## config.mk

```make
export PLATFORM = sky130hd
export DESIGN_NAME = riscv_lsu
export DESIGN_NICKNAME = d
export VERILOG_FILES = /design/src/rtl/riscv_pkg.sv /design/src/rtl/riscv_lsu_align.sv /design/src/rtl/riscv_lsu.sv
export SDC_FILE = /design/constraint.sdc
export NUM_CORES = 1
export LEC_CHECK = 0
export BUFFER_PORTS_ARGS = -buffer_cell sky130_fd_sc_hd__buf_4
export CAP_MARGIN = 20
export CORE_ASPECT_RATIO = 1.4
export CORE_MARGIN = 2
export CORE_UTILIZATION = 53
export DETAILED_ROUTE_END_ITERATION = 10
export PLACE_DENSITY = 0.9
export SYNTH_ARGS = -nofsm -noshare
export SYNTH_HDL_FRONTEND = slang
export SYNTH_SLANG_ARGS = --single-unit
```

## constraint.sdc

```tcl
create_clock -name clk_i -period 4.7 [get_ports clk_i]
set_input_delay 0.94 -clock clk_i [delete_from_list [all_inputs] [get_ports clk_i]]
set_output_delay 0.94 -clock clk_i [all_outputs]
set_load 0.01 [all_outputs]
```

## src/rtl/riscv_pkg.sv

```systemverilog
// -----------------------------------------------------------------------------
// riscv_pkg
// Shared definitions for the load/store path: LDST_* access-size encodings
// (RISC-V funct3 values) and the LSU state type.
// -----------------------------------------------------------------------------
package riscv_pkg;

    localparam logic [2:0] LDST_B  = 3'b000;
    localparam logic [2:0] LDST_H  = 3'b001;
    localparam logic [2:0] LDST_W  = 3'b010;
    localparam logic [2:0] LDST_BU = 3'b100;
    localparam logic [2:0] LDST_HU = 3'b101;

    typedef enum logic [1:0] {
        LSU_IDLE = 2'd0,
        LSU_BUSY = 2'd1,
        LSU_DONE = 2'd2
    } lsu_state_t;

endpackage

```

## src/rtl/riscv_lsu_align.sv

```systemverilog
// -----------------------------------------------------------------------------
// riscv_lsu_align
// Purely combinational lane logic for the LSU.
//   size_i     : LDST_* access size
//   offset_i   : byte offset within the word (addr[1:0])
//   wd_i       : right-aligned store data
//   rd_word_i  : raw memory read word
//   be_o       : byte enables
//   wd_rep_o   : store data replicated across all lanes
//   rd_ext_o   : selected and sign/zero-extended load data
//   misalign_o : halfword/word access not naturally aligned
//   illegal_o  : size code is not one of the LDST_* encodings
// -----------------------------------------------------------------------------
module riscv_lsu_align
    import riscv_pkg::*;
(
    input  logic [2:0]  size_i,
    input  logic [1:0]  offset_i,
    input  logic [31:0] wd_i,
    input  logic [31:0] rd_word_i,
    output logic [3:0]  be_o,
    output logic [31:0] wd_rep_o,
    output logic [31:0] rd_ext_o,
    output logic        misalign_o,
    output logic        illegal_o
);

    logic [7:0]  rd_byte_s;
    logic [15:0] rd_half_s;

    // Pick the addressed byte and halfword out of the read word.
    always_comb begin
        rd_byte_s = rd_word_i[{offset_i, 3'b000} +: 8];
        rd_half_s = rd_word_i[{offset_i[1], 4'b0000} +: 16];
    end

    // Per-size byte enables, store replication, load extension and fault flags.
    always_comb begin
        be_o       = 4'b0000;
        wd_rep_o   = 32'h0000_0000;
        rd_ext_o   = 32'h0000_0000;
        misalign_o = 1'b0;
        illegal_o  = 1'b0;
        case (size_i)
            LDST_B: begin
                be_o     = 4'b0001 << offset_i;
                wd_rep_o = {4{wd_i[7:0]}};
                rd_ext_o = {{24{rd_byte_s[7]}}, rd_byte_s};
            end
            LDST_BU: begin
                be_o     = 4'b0001 << offset_i;
                wd_rep_o = {4{wd_i[7:0]}};
                rd_ext_o = {24'h00_0000, rd_byte_s};
            end
            LDST_H: begin
                be_o       = 4'b0011 << offset_i;
                wd_rep_o   = {2{wd_i[15:0]}};
                rd_ext_o   = {{16{rd_half_s[15]}}, rd_half_s};
                misalign_o = offset_i[0];
            end
            LDST_HU: begin
                be_o       = 4'b0011 << offset_i;
                wd_rep_o   = {2{wd_i[15:0]}};
                rd_ext_o   = {16'h0000, rd_half_s};
                misalign_o = offset_i[0];
            end
            LDST_W: begin
                be_o       = 4'b1111;
                wd_rep_o   = wd_i;
                rd_ext_o   = rd_word_i;
                misalign_o = (offset_i != 2'b00);
            end
            default: begin
                illegal_o = 1'b1;
            end
        endcase
    end

endmodule

```

## src/rtl/riscv_lsu.sv

```systemverilog
// -----------------------------------------------------------------------------
// riscv_lsu
// Load/store unit: takes one core access at a time, issues a word-aligned
// memory request, waits (bounded by TIMEOUT_CYCLES) for mem_ready_i, and
// returns extended load data plus a one-cycle fault pulse.
//   clk_i, rst_ni             : clock, asynchronous active-low reset
//   core_req_i/we/size/addr/wd: core request, held while core_stall_o=1
//   core_rd_o                 : extended load data (holds until next load)
//   core_stall_o              : core must hold its request
//   core_err_o                : fault pulse in the DONE cycle
//   mem_req_o/we/be/addr/wd   : memory request, high throughout BUSY
//   mem_ready_i, mem_rd_i     : memory completion and read word
// -----------------------------------------------------------------------------
module riscv_lsu
    import riscv_pkg::*;
#(
    parameter int unsigned TIMEOUT_CYCLES = 64
) (
    input  logic        clk_i,
    input  logic        rst_ni,
    input  logic        core_req_i,
    input  logic        core_we_i,
    input  logic [2:0]  core_size_i,
    input  logic [31:0] core_addr_i,
    input  logic [31:0] core_wd_i,
    output logic [31:0] core_rd_o,
    output logic        core_stall_o,
    output logic        core_err_o,
    output logic        mem_req_o,
    output logic        mem_we_o,
    output logic [3:0]  mem_be_o,
    output logic [31:0] mem_addr_o,
    output logic [31:0] mem_wd_o,
    input  logic        mem_ready_i,
    input  logic [31:0] mem_rd_i
);

    localparam int unsigned CNT_W = (TIMEOUT_CYCLES > 1) ? $clog2(TIMEOUT_CYCLES) : 1;
    localparam logic [CNT_W-1:0] CNT_LAST = CNT_W'(TIMEOUT_CYCLES - 1);

    lsu_state_t        state_q, state_d;
    logic [CNT_W-1:0]  cnt_q, cnt_d;
    logic              we_q, we_d;
    logic [2:0]        size_q, size_d;
    logic [1:0]        off_q, off_d;
    logic              mem_req_q, mem_req_d;
    logic              mem_we_q, mem_we_d;
    logic [3:0]        mem_be_q, mem_be_d;
    logic [31:0]       mem_addr_q, mem_addr_d;
    logic [31:0]       mem_wd_q, mem_wd_d;
    logic [31:0]       core_rd_q, core_rd_d;
    logic              core_err_q, core_err_d;

    logic [2:0]        size_sel_s;
    logic [1:0]        off_sel_s;
    logic [3:0]        be_s;
    logic [31:0]       wd_rep_s;
    logic [31:0]       rd_ext_s;
    logic              misalign_s;
    logic              illegal_s;

    // In IDLE the lane logic decodes the incoming request; afterwards it
    // decodes the captured request so load extension uses the right size.
    always_comb begin
        if (state_q == LSU_IDLE) begin
            size_sel_s = core_size_i;
            off_sel_s  = core_addr_i[1:0];
        end else begin
            size_sel_s = size_q;
            off_sel_s  = off_q;
        end
    end

    riscv_lsu_align u_align (
        .size_i     (size_sel_s),
        .offset_i   (off_sel_s),
        .wd_i       (core_wd_i),
        .rd_word_i  (mem_rd_i),
        .be_o       (be_s),
        .wd_rep_o   (wd_rep_s),
        .rd_ext_o   (rd_ext_s),
        .misalign_o (misalign_s),
        .illegal_o  (illegal_s)
    );

    // Next-state and next-output logic for the access FSM.
    always_comb begin
        state_d    = state_q;
        cnt_d      = cnt_q;
        we_d       = we_q;
        size_d     = size_q;
        off_d      = off_q;
        mem_req_d  = mem_req_q;
        mem_we_d   = mem_we_q;
        mem_be_d   = mem_be_q;
        mem_addr_d = mem_addr_q;
        mem_wd_d   = mem_wd_q;
        core_rd_d  = core_rd_q;
        core_err_d = core_err_q;
        case (state_q)
            LSU_IDLE: begin
                if (core_req_i) begin
                    we_d   = core_we_i;
                    size_d = core_size_i;
                    off_d  = core_addr_i[1:0];
                    if (misalign_s || illegal_s) begin
                        // Faulting access never reaches memory.
                        state_d    = LSU_DONE;
                        core_err_d = 1'b1;
                        core_rd_d  = 32'h0000_0000;
                    end else begin
                        state_d    = LSU_BUSY;
                        cnt_d      = '0;
                        mem_req_d  = 1'b1;
                        mem_we_d   = core_we_i;
                        mem_be_d   = be_s;
                        mem_addr_d = {core_addr_i[31:2], 2'b00};
                        mem_wd_d   = wd_rep_s;
                    end
                end else begin
                    state_d = LSU_IDLE;
                end
            end
            LSU_BUSY: begin
                if (mem_ready_i || (cnt_q == CNT_LAST)) begin
                    state_d    = LSU_DONE;
                    mem_req_d  = 1'b0;
                    mem_we_d   = 1'b0;
                    mem_be_d   = 4'b0000;
                    mem_addr_d = 32'h0000_0000;
                    mem_wd_d   = 32'h0000_0000;
                    // A ready in the last allowed cycle still completes.
                    if (mem_ready_i) begin
                        if (!we_q) begin
                            core_rd_d = rd_ext_s;
                        end else begin
                            core_rd_d = core_rd_q;
                        end
                    end else begin
                        core_err_d = 1'b1;
                        core_rd_d  = 32'h0000_0000;
                    end
                end else begin
                    cnt_d = cnt_q + CNT_W'(1);
                end
            end
            LSU_DONE: begin
                state_d    = LSU_IDLE;
                core_err_d = 1'b0;
            end
            default: begin
                state_d    = LSU_IDLE;
                mem_req_d  = 1'b0;
                core_err_d = 1'b0;
            end
        endcase
    end

    // State and output registers; reset aborts any access in flight.
    always_ff @(posedge clk_i or negedge rst_ni) begin
        if (!rst_ni) begin
            state_q    <= LSU_IDLE;
            cnt_q      <= '0;
            we_q       <= 1'b0;
            size_q     <= 3'b000;
            off_q      <= 2'b00;
            mem_req_q  <= 1'b0;
            mem_we_q   <= 1'b0;
            mem_be_q   <= 4'b0000;
            mem_addr_q <= 32'h0000_0000;
            mem_wd_q   <= 32'h0000_0000;
            core_rd_q  <= 32'h0000_0000;
            core_err_q <= 1'b0;
        end else begin
            state_q    <= state_d;
            cnt_q      <= cnt_d;
            we_q       <= we_d;
            size_q     <= size_d;
            off_q      <= off_d;
            mem_req_q  <= mem_req_d;
            mem_we_q   <= mem_we_d;
            mem_be_q   <= mem_be_d;
            mem_addr_q <= mem_addr_d;
            mem_wd_q   <= mem_wd_d;
            core_rd_q  <= core_rd_d;
            core_err_q <= core_err_d;
        end
    end

    assign core_stall_o = core_req_i & (state_q != LSU_DONE);
    assign core_rd_o    = core_rd_q;
    assign core_err_o   = core_err_q;
    assign mem_req_o    = mem_req_q;
    assign mem_we_o     = mem_we_q;
    assign mem_be_o     = mem_be_q;
    assign mem_addr_o   = mem_addr_q;
    assign mem_wd_o     = mem_wd_q;

endmodule

```

==> impl_metrics.yaml, run 1 <==
critical_path:
  r2r_end: "mem_wd_o[18]$_DFFE_PN0P_"
  worstPathRequired_ns: 4.98
  arrival_ns: 3.53
  crit_type: "flip-flop to flip-flop"
  start_kind: "flip-flop"
  crit_path_end_kind: "flip-flop"
  worst_r2r_path_depth: 6
  r2r_slack_ns: 1.44
  worstReg2RegStart: "state_q[0]$_DFFE_PN0P_"
  worst-path-max-fanout: 39
route:
  viasPerCell: 6.43
  wl_per_cell_um: 21.4
  vias: 5416
  antenna_left: 0
  drt_wl_total_um: 18000
  drt_iter0_drc: 531
  drc_errors: 0
  dr.pass1.iters: 5
sta:
  fmax_mhz: 307
  clock_skew_ns: 0.00592
  finalHoldViolations: 0
  relSlewSlack_pct: 24.0
  post-route-period-util_pct: 69.3
  slew_violations: 0
  setup_viol: 0
  rsz0062_at_grt: "no"
  fin_crit_ns: 3.26
  timing.setup.tns_ns: 0
  tightest_slew_ns: 1.13
grt:
  grt_pass1_wl_um: 28100
  antenna_found_initial: 0
  first_global_vias: 5176
  track_usage_pct: 31.5
  grt-ovfl-total: 0
  grt_max_degree: 72
synth:
  avgSynthCellArea_sq_um: 11.2
  synth_ff_type: "dfrtp_1"
  synth_top_area_cell: "dfrtp_1"
  synth_cells: 499
  ys_async_sr_fraction_pct: 100
  syn-cell-area_sq_um: 5580
  ys_top_cells_by_area: "dfrtp_1 52%, a22o_1 7.4%, a221o_1 4.1%, o2bb2ai_1 2.8%, a21oi_1 2.4%"
  yosysSeqAreaShare_pct: 51.6
  yosys_warnings: 0
  yosys.area.top_type_share_pct: 51.6
  synth_edf_count: 0
  synth_seq_cells: 115
  synth_cell_types: 67
power:
  power_uw: 5170
  power.internal_uw: 3200
  leakagePower_uw: 0.00368
  swShare_pct: 38.0
  p_sw_uw: 1960
  power-per-cell-area_nw_per_um2: 668
  clkPwrFrac_pct: 25.5
  ir_drop_mv: 0.354
  pwr-share-comb_pct: 43.0
  seqPwrFrac_pct: 31.5
worst_hold_path:
  hold_path_class: "flip-flop to flip-flop"
  hp-start: "mem_wd_o[19]$_DFFE_PN0P_"
  holdPathEnd: "mem_wd_o[19]$_DFFE_PN0P_"
  min_delay_path_depth: 1
layout:
  final_core_utilization_pct: 75.1
  layout_commonest_cell: "buf_4"
  area_growth_pct: 38.6
  layout_common_cells: "211 x buf_4, 115 x dfrtp_1, 47 x a22o_1"
  n_antenna_cell: 0
  nNetsFinal: 797
  drive_gt1_share_pct: 37.4
run:
  cap_violations: 0
die:
  die_y_um: 125
  core.rowCount: 44
  num_io_pins: 208
  fp.dieArea_sq_um: 11400
  design.core.area_sq_um: 10300
  initial_core_util_pct: 54.2
  die_w_um: 90.7
clocking:
  worstSkewPairLatency_ns: 0.41
  clock_sinks: 115
  cts_root_buf: "clkbuf_16"
  clockBufferDepth: 2
  post_cts_resized: 0
  cts_setup_buffers: 0
  cts_tree: "yes"
  cts_buffers: 17
  cts_max_level: 4
  cts_hold_buf: 0
  path_clk_slew_ns: 0.05
place:
  place.detailed.hpwl_um: 12700
  port_buffers: 205
  globalplace.congestion: 0.974
status:
  status: "finished clean"
## area by class of cell
class	instances	area, sq um
Sequential cell	115	2880
Fill cell	657	2560
Multi-Input combinational cell	334	2450
Timing Repair Buffer	211	1580
Clock buffer	19	433
Tap cell	138	173
Clock inverter	12	164
Inverter	13	48.8
## how the worst max path moves through the flow
stage                            from                   endpoint  slack [ns]
6_report       state_q[0]$_DFFE_PN0P_   mem_wd_o[18]$_DFFE_PN0P_        1.44
4_1_cts        state_q[0]$_DFFE_PN0P_   mem_wd_o[18]$_DFFE_PN0P_        1.34
2_1_floorplan          core_addr_i[1]  core_rd_o[21]$_DFFE_PN0P_        2.09
5_1_grt        state_q[1]$_DFFE_PN0P_       cnt_q[1]$_DFFE_PN0P_        1.31
3_5_place_dp           core_size_i[1]   mem_wd_o[17]$_DFFE_PN0P_        1.21
3_3_place_gp           core_size_i[1]   mem_wd_o[20]$_DFFE_PN0P_        1.27
## critical path, cell delays in order, from the launching register on
cell	delay (ns)
dfrtp_1	0.65
or4b_1	0.63
o21ai_1	0.49
a21oi_1	0.27
a22oi_2	0.27
buf_4	0.41
mux2_1	0.38
## kinds of logic after synthesis
family          Yosys count  share of synthesized area, %
xor+xnor                  4                         0.628
flops                   115                          51.6
fa+ha+maj                 1                         0.224
simple gates            112                          10.8
buf+inv                  51                          4.69
mux                      16                          3.18
compound gates          199                          28.9
other cells               1                        0.0672
## synth_stat cells (all sizes together), types with 2 or more instances
cell and instances:
a21boi 2, nor3 22, nand3 12, mux2i 2, a22oi 9, a211o 2, nand2b 4, nor4 2
o221ai 4, buf 29, dfrtp 115, and2 3, xor2 3, a222oi 8, a21oi 27, a221o 23
clkbuf 9, a211oi 9, o2bb2ai 18, nand2 35, o211ai 8, a311oi 8, or3b 3, mux2 14
and3 3, nor2 14, nor3b 4, o21ai 19, a31oi 3, inv 13, a22o 47, or2 2
o21a 2
## metrics by stage
step | instances | worst slack, ns | instance area, sq um | hold slack, ns
floorplan | 500 | 2.09 | 5580 | 0.492
global placement | 810 | 1.27 | 7130 | 0.475
detailed placement | 810 | 1.21 | 7130 | 0.484
CTS | 841 | 1.34 | 7720 | 0.495
global route | 842 | 1.31 | 7730 | 0.509
finish | 842 | 1.44 | 7730 | 0.492
## flip-flops by register name (all words and copies together) (netlist names), 2 cells and up
| name | flops |
|---|---|
| state_q | 2 |
| mem_addr_o | 30 |
| mem_wd_o | 32 |
| off_q | 2 |
| mem_be_o | 4 |
| core_rd_o | 32 |
| cnt_q | 6 |
| size_q | 3 |
## per-layer routing
layer | track usage, % | wire, um | vias up
met5 | 0 | 0 | -
met4 | 14.8 | 785 | 0
met3 | 7.05 | 1550 | 73
met2 | 52.0 | 8970 | 387
met1 | 39.2 | 6690 | 2604
li1 | - | - | 2352
## power by group through the flow
stage / sequential, uW / combinational, uW / clock [uW]
2_1_floorplan: 1680 / 1260 / 0
3_3_place_gp: 1610 / 2100 / 0
3_5_place_dp: 1620 / 2170 / 0
4_1_cts: 1620 / 2200 / 1320
5_1_grt: 1660 / 2370 / 1370
6_report: 1630 / 2220 / 1320
(Power assumes the default switching activity.)
==> inputs of run 2 (changes only) <==
--- a/config.mk
+++ b/config.mk
@@ -9,9 +9,9 @@
 export CAP_MARGIN = 20
 export CORE_ASPECT_RATIO = 1.4
 export CORE_MARGIN = 2
-export CORE_UTILIZATION = 53
+export CORE_UTILIZATION = 50
 export DETAILED_ROUTE_END_ITERATION = 10
-export PLACE_DENSITY = 0.9
+export PLACE_DENSITY = 0.86
 export SYNTH_ARGS = -nofsm -noshare
 export SYNTH_HDL_FRONTEND = slang
 export SYNTH_SLANG_ARGS = --single-unit
==> constraint.sdc (replaced) <==
create_clock -name clk_i -period 3.2 [get_ports clk_i]
set_input_delay 0.64 -clock clk_i [delete_from_list [all_inputs] [get_ports clk_i]]
set_output_delay 0.64 -clock clk_i [all_outputs]
set_load 0.01 [all_outputs]
==> run 2 against run 1 <==
Effect of this change:
- total power up 49%
- sequential power up 44%
- clock-buffer cell count down 1
- largest cell class unchanged
==> impl_metrics.yaml, run 2 (synthesis results as in run 1) <==
critical_path:
  worst_r2r_path_depth: 6
  r2r_slack_ns: 0.31
  arrival_ns: 3.13
  worst-path-max-fanout: 44
  start_kind: "flip-flop"
  worstPathRequired_ns: 3.44
  crit_path_end_kind: "flip-flop"
  crit_type: "flip-flop to flip-flop"
route:
  wl_per_cell_um: 20.9
  drc_errors: 0
  vias: 5410
  antenna_left: 0
  dr.pass1.iters: 8
  viasPerCell: 6.32
  drt_iter0_drc: 483
  drt_wl_total_um: 17900
clocking:
  clockBufferDepth: 2
  cts_hold_buf: 0
  post_cts_resized: 0
  cts_setup_buffers: 0
  clock_sinks: 115
  worstSkewPairLatency_ns: 0.42
  cts_root_buf: "clkbuf_16"
  cts_buffers: 17
  path_clk_slew_ns: 0.05
  cts_tree: "yes"
  cts_max_level: 4
sta:
  timing.setup.tns_ns: 0
  finalHoldViolations: 0
  fmax_mhz: 347
  setup_viol: 0
  fin_crit_ns: 2.89
  post-route-period-util_pct: 90.2
  relSlewSlack_pct: 26.2
  slew_violations: 0
  rsz0062_at_grt: "no"
  tightest_slew_ns: 1.11
  clock_skew_ns: 0.0126
place:
  globalplace.congestion: 0.943
  dp_cells: 824
  port_buffers: 205
  place.detailed.hpwl_um: 12600
die:
  die_w_um: 93.3
  design.core.area_sq_um: 10900
  die_y_um: 129
  num_io_pins: 208
  initial_core_util_pct: 51.3
  fp.dieArea_sq_um: 12000
  core.rowCount: 45
power:
  seqPwrFrac_pct: 30.6
  p_sw_uw: 2940
  power-per-cell-area_nw_per_um2: 979
  swShare_pct: 38.3
  power.internal_uw: 4740
  ir_drop_mv: 0.717
  pwr-share-comb_pct: 44.2
  clkPwrFrac_pct: 25.2
  leakagePower_uw: 0.00374
layout:
  drive_gt1_share_pct: 38.5
  layout_commonest_cell: "buf_4"
  n_antenna_cell: 0
  layout_common_cells: "219 x buf_4, 115 x dfrtp_1, 47 x a22o_1"
  nNetsFinal: 807
  stdcell_count: 856
  area_growth_pct: 40.6
grt:
  grtUsageMet2_pct: 48.9
  antenna_found_initial: 0
  globalRouteMet1Util_pct: 35.6
  grt-ovfl-total: 0
  grt_pass1_wl_um: 27400
  grt_use_met3_pct: 7.08
  track_usage_pct: 29.6
  gr-max-usage-layer: "met2"
  first_global_vias: 5290
  grt_max_degree: 68
run:
  cap_violations: 0
status:
  status: "finished clean"
worst_hold_path:
  hold_path_class: "primary input to asynchronous set/reset pin"
[run 2: worst max-delay path: stages (launching register included)]
cell,delay (ns)
dfrtp_1,0.54
buf_4,0.27
nor2_2,0.28
and2_1,0.37
o21ai_1,0.20
nor2_4,0.81
o21ai_0,0.24
[run 2: power by group through the flow]
stage	logic, uW	clock network (uW)	registers [uW]
5_1_grt	3650	2030	2400
2_1_floorplan	1850	0	2470
4_1_cts	3380	1950	2340
6_report	3390	1940	2350
3_3_place_gp	3240	0	2330
3_5_place_dp	3350	0	2340
[run 2: layer usage]
metal | up-vias | part of all wire (%)
li1 | 2371 | -
met1 | 2619 | 37
met2 | 344 | 51
met3 | 76 | 7.8
met4 | 0 | 4.7
met5 | - | 0
[run 2: worst paths after layout]
check / start / to
setup reg to reg: state_q[0]$_DFFE_PN0P_ / cnt_q[1]$_DFFE_PN0P_
min in group clk_i: core_addr_i[14] / mem_addr_o[14]$_DFFE_PN0P_
max in group asynchronous: rst_ni / mem_addr_o[7]$_DFFE_PN0P_
hold reg to reg: mem_wd_o[21]$_DFFE_PN0P_ / mem_wd_o[21]$_DFFE_PN0P_
setup / recovery: state_q[0]$_DFFE_PN0P_ / cnt_q[1]$_DFFE_PN0P_
hold / removal: rst_ni / size_q[1]$_DFFE_PN0P_
[run 2: area by class of cell]
class / instances / area (sq um)
Multi-Input combinational cell: 334 / 2450
Tap cell: 141 / 176
Timing Repair Buffer: 221 / 1680
Clock inverter: 14 / 176
Fill cell: 754 / 3020
Sequential cell: 115 / 2880
Clock buffer: 18 / 429
Inverter: 13 / 48.8
[run 2: per-stage QoR]
| stage | worst slack, ns | utilization, % | hold slack, ns | total power (uW) | instance area [sq um] |
|---|---|---|---|---|---|
| after floorplan | 0.892 | - | 0.344 | 4320 | 5580 |
| after global placement | 0.274 | 66.6 | 0.475 | 5570 | 7240 |
| after detailed placement | 0.188 | 66.6 | 0.475 | 5690 | 7240 |
| after CTS | 0.342 | 72.2 | 0.268 | 7670 | 7840 |
| after global routing | 0.0932 | 72.2 | 0.287 | 8080 | 7840 |
| final | 0.315 | 72.2 | 0.249 | 7680 | 7840 |
